<file path="src/rtl/regfile_wb_arbiter_pkg.sv">
// regfile_wb_arbiter_pkg: shared widths, register address type and arbitration state encoding.
package regfile_wb_arbiter_pkg;
    localparam int XLEN_DEF = 32;
    localparam int NREG_DEF = 32;
    typedef logic [$clog2(NREG_DEF)-1:0] regAddr_t;
    typedef enum logic {PRI0 = 1'b0, PRI1 = 1'b1} arbState_t;
endpackage

</file>
<file path="src/rtl/regfile_wb_arbiter_rf_scoreboard.sv">
// rf_scoreboard: per-register pending-write bits; a set beats a same-cycle clear, x0 never busy.
module rf_scoreboard
    import regfile_wb_arbiter_pkg::*;
#(
    parameter int NREG = NREG_DEF
) (
    input  logic                    clk,
    input  logic                    rst,
    input  logic                    setEn,
    input  logic [$clog2(NREG)-1:0] setAddr,
    input  logic                    clrEn,
    input  logic [$clog2(NREG)-1:0] clrAddr,
    output logic [NREG-1:0]         busy
);
    logic [NREG-1:0] setMask, clrMask;
    always_comb begin
        setMask = (setEn && setAddr != '0) ? NREG'(1) << setAddr : '0;
        clrMask = clrEn ? NREG'(1) << clrAddr : '0;
    end
    always_ff @(posedge clk)
        busy <= rst ? '0 : ((busy & ~clrMask) | setMask) & ~NREG'(1);
endmodule

</file>
<file path="src/rtl/regfile_wb_arbiter.sv">
// regfile_wb_arbiter: two-source writeback arbiter with registered RF write port and busy scoreboard.
// Define RF_WB_ROUND_ROBIN_EN for round-robin contention; otherwise s1 always wins.
module regfile_wb_arbiter
    import regfile_wb_arbiter_pkg::*;
#(
    parameter int XLEN = XLEN_DEF,
    parameter int NREG = NREG_DEF
) (
    input  logic                    clk,
    input  logic                    rst,
    input  logic                    s0_valid,
    output logic                    s0_ready,
    input  logic [$clog2(NREG)-1:0] s0_addr,
    input  logic [XLEN-1:0]         s0_data,
    input  logic                    s1_valid,
    output logic                    s1_ready,
    input  logic [$clog2(NREG)-1:0] s1_addr,
    input  logic [XLEN-1:0]         s1_data,
    input  logic                    resv_valid,
    input  logic [$clog2(NREG)-1:0] resv_addr,
    output logic [NREG-1:0]         busy,
    output logic                    rf_wen,
    output logic [$clog2(NREG)-1:0] rf_addr,
    output logic [XLEN-1:0]         rf_data
);
`ifdef RF_WB_ROUND_ROBIN_EN
    localparam bit rrEn = 1'b1;
`else
    localparam bit rrEn = 1'b0;
`endif
    arbState_t state, nextState;
    logic contended, preferS0, xfer;
    logic [$clog2(NREG)-1:0] selAddr;
    logic [XLEN-1:0] selData;
    always_ff @(posedge clk)
        state <= rst ? PRI0 : nextState;
    // Without round-robin the state never leaves PRI0, so s1 always wins contention.
    always_comb begin
        contended = s0_valid && s1_valid;
        preferS0  = rrEn && state == PRI0;
        nextState = (rrEn && contended && !rst) ? (preferS0 ? PRI1 : PRI0) : state;
        s0_ready  = !rst && s0_valid && (!s1_valid || preferS0);
        s1_ready  = !rst && s1_valid && (!s0_valid || !preferS0);
        xfer      = s0_ready || s1_ready;
        selAddr   = s1_ready ? s1_addr : s0_addr;
        selData   = s1_ready ? s1_data : s0_data;
    end
    // Writes to x0 are accepted but dropped here, so they never reach the RF or scoreboard.
    always_ff @(posedge clk) begin
        if (rst) begin
            rf_wen  <= 1'b0;
            rf_addr <= '0;
            rf_data <= '0;
        end else begin
            rf_wen <= xfer && selAddr != '0;
            if (xfer) begin
                rf_addr <= selAddr;
                rf_data <= selData;
            end
        end
    end
    rf_scoreboard #(.NREG(NREG)) u_scoreboard (
        .clk    (clk),
        .rst    (rst),
        .setEn  (resv_valid),
        .setAddr(resv_addr),
        .clrEn  (rf_wen),
        .clrAddr(rf_addr),
        .busy   (busy)
    );
endmodule

</file>
<file path="config.mk">
export PLATFORM = sky130hd
export DESIGN_NAME = regfile_wb_arbiter
export DESIGN_NICKNAME = d
export VERILOG_FILES = /design/src/rtl/regfile_wb_arbiter_pkg.sv /design/src/rtl/regfile_wb_arbiter_rf_scoreboard.sv /design/src/rtl/regfile_wb_arbiter.sv
export SDC_FILE = /design/constraint.sdc
export NUM_CORES = 1
export LEC_CHECK = 0
export ABC_AREA = 1
export CAP_MARGIN = 10
export CORE_MARGIN = 2
export CORE_UTILIZATION = 41
export DETAILED_ROUTE_END_ITERATION = 6
export PLACE_DENSITY = 0.82
export SETUP_SLACK_MARGIN = 0.15
export SLEW_MARGIN = 30
export SYNTH_ARGS = -nofsm -noshare
export SYNTH_HDL_FRONTEND = slang
export SYNTH_SLANG_ARGS = --single-unit
</file>
<file path="constraint.sdc">
create_clock -name clk -period 1.3 [get_ports clk]
set_clock_uncertainty 0.15 [all_clocks]
set_input_delay 0.325 -clock clk [delete_from_list [all_inputs] [get_ports clk]]
set_output_delay 0.325 -clock clk [all_outputs]
set_load 0.01 [all_outputs]
</file>
==> results.md <==
- Clock share of power: 0.358
- Worst Path Required: 1.36 ns
- Area growth syn-to-layout: 89.6%
- Pre-CTS setup slack: -0.878 ns
- Post-route setup slack: -0.171 ns
- Avg Cell Area, Syn: 6.34 um^2
- Max Clock Freq: 680 MHz
- Layout cells sized above 1: 0.407
- Nets: 804
- Worst EP arrival: 1.53 ns
- Die X: 93.1 um
- Pleak: 0.00273 uW
- Storage element area: 1470 um^2
- Synth warn: 0
- Final design utilization: 0.802
- Failing checks: negative setup slack
- Remaining global-route overflow: 0
- Final setup fails: 29
- Maxcap violations: 0
- Initial Util: 0.423
- Status: finished, violations left
- Clock latency on the worst-skew pair: 0.35 ns
- Synth Instances: 513
- Hpwl dp: 8190 um
- Placed Area: 5220 um^2
- Maximum clock insertion buffer count: 2
- Internal cell power: 4380 uW
- DRC Markers: 0
- Total iterations of the first detailed-routing run: 5
- Yosys cell types: 20
- Maximum fanout along the worst path: 7
- Pins Over Slew Limit: 0
- Final Instance Area: 6170 um^2
- Final WL: 12,900 um
- Antenna violations before repair: 0
- Antenna fix cells: 0
- Period utilization: 1.13
- Synthesized netlist net count: 597
- CP max-delay cell: dfxtp_2
- Final GP Congestion: 0.960
- Std-Cell Rows: 32
- Power Dens Cells: 979 nW/um^2
- Root Buffer Master: clkbuf_8
- Wire per inst: 15.6 um
- Die footprint: 8660 um^2
- Yosys reg bits: 69
- Filler instances: 477
- Sequential-to-total area share from yosys stat: 0.425
- Area taken by multi-input logic gates: 1900 um^2
- Via count: 4,246
- Die Span Y: 93.1 um
- RSZ-0062 raised after global routing: yes
- P_sw: 1660 uW
- Gr usage total: 0.264
- First-pass GRT wire length: 18,300 um
- Crit path kind: reg2reg
- Switch share: 0.275
- # IOs: 156
- Largest net degree at the start of global routing: 33
- Critical path's largest stage delay: 0.35 ns
- TNS Setup: -1.25 ns
- Tot Pwr: 6040 uW
- Minimum clock period after layout: 1.47 ns
- Crit path cell chain: buf_6 > buf_4 > nand4_1 > o21ai_1 > a21oi_1
- Area of the core: 7690 um^2
- CTS Buf Count: 9
- Hold/Removal Path Class: in2reg
- Critical Path End Type: flop
- Comb power frac: 0.253
- Vias per inst: 5.13
- Maximum vdd drop: 627 uV
- Clock transition at path regs: 0.08 ns
- H-Tree Depth: 3
- Port-buffer cells: 154
- Clock sinks: 69
- Routed Antenna Nets: 0
- Drt initial violations: 244
- Mapped Area: 3250 um^2
- CP Launch Type: flop
- CTS tree: done
- Number of global-route vias before repair: 4,011
- Seq pwr share: 0.388
- Final Hold Fails: 0
==> critical path: cells and delay by family (launching register included) <==
family          cells  cell delay (ns)
flops               1             0.35
buf+inv             2             0.32
compound gates      2             0.32
simple gates        1             0.19
==> cell type report <==
class / instances / share of cell area
Clock inverter: 4 / 0.0154
Sequential cell: 69 / 0.238
Inverter: 28 / 0.0237
Timing Repair Buffer: 228 / 0.371
Multi-Input combinational cell: 384 / 0.308
Tap cell: 102 / 0.0207
Clock buffer: 12 / 0.0235
==> state kept, by name, summed over array words and instances (netlist names) <==
signal / cells
rf_data: 32
rf_wen: 1
rf_addr: 5
u_scoreboard.busy: 31
==> power by group through the flow <==
stage | clock, uW | combinational (uW) | sequential [uW]
after floorplan | 0 | 499 | 2390
after global placement | 0 | 1220 | 2340
after detailed placement | 0 | 1240 | 2340
after CTS | 2150 | 1330 | 2340
after global routing | 2300 | 1640 | 2360
final | 2160 | 1530 | 2340
==> stage by stage <==
step	std cells	hold slack [ns]
after floorplan	513	0.244
after global placement	789	0.306
after detailed placement	789	0.315
after CTS	815	0.255
after global routing	827	0.326
final	827	0.299
==> per-layer routing <==
metal | share of wire | track usage | routed length, um
met5 | 0 | 0 | 0
met4 | 0.038 | 0.0993 | 486
met2 | 0.51 | 0.481 | 6530
met3 | 0.094 | 0.0846 | 1200
met1 | 0.36 | 0.285 | 4650
==> kinds of logic (layout without fill, tap and decap cells) <==
group,after synthesis,after routing,synth area share
and+or+nand+nor,299,299,0.365
AOI/OAI and AO/OA,84,84,0.129
DFF,69,69,0.425
buffers and inverters,60,272,0.0804
other,1,1,0.00115
==> worst paths after layout <==
kind | startpoint | endpoint | slack [ns] | cells after the start
min | s1_addr[1] | rf_wen$_SDFF_PP0_ | 0.30 | 6
min reg2reg | u_scoreboard.busy[6]$_SDFF_PP0_ | u_scoreboard.busy[6]$_SDFF_PP0_ | 0.32 | 2
max reg2reg | rf_addr[3]$_SDFFE_PP0P_ | u_scoreboard.busy[13]$_SDFF_PP0_ | -0.17 | 5
max | rf_addr[3]$_SDFFE_PP0P_ | u_scoreboard.busy[13]$_SDFF_PP0_ | -0.17 | 5
==> repair_timing <==
item | CTS | global route
gates cloned | 0 | 1
hold buffers | 0 | 0
pin swaps | 16 | 23
gates resized for setup | 481 | 93
buffers inserted | 10 | 11
endpoints found under the setup margin | 140 | 136
==> placed cells by master (no fill, tap or decap), types with 2 or more instances in the layout <==
master	instances
nand3_2	7
dfxtp_2	68
nand3_1	30
buf_6	82
nand2_4	4
o21ai_1	23
buf_8	5
dlygate4sd2_1	5
bufinv_16	3
buf_4	56
nand3_4	2
clkdlybuf4s50_1	74
inv_8	2
nand2_1	149
clkbuf_8	10
o21ai_0	21
inv_2	4
nand4_1	2
clkbuf_1	2
nor2_1	69
buf_12	3
nand2_2	11
nor2_2	11
o21ai_2	4
buf_2	2
inv_4	2
nand2_8	3
nor2_4	9
inv_1	16
a21oi_1	35
==> Yosys cell counts (all sizes together) <==
| cell | instances | share of area |
|---|---|---|
| nand2 | 167 | 0.19 |
| nor2 | 89 | 0.10 |
| dfxtp | 69 | 0.42 |
| o21ai | 48 | 0.074 |
| nand3 | 39 | 0.060 |
| a21oi | 36 | 0.055 |
| inv | 27 | 0.031 |
| buf | 17 | 0.030 |
| clkbuf | 15 | 0.018 |
| nand4 | 2 | 0.0038 |
| clkinv | 1 | 0.0012 |
| conb | 1 | 0.0012 |
| nand3b | 1 | 0.0023 |
| nor3 | 1 | 0.0015 |
(Power assumes the default switching activity.)
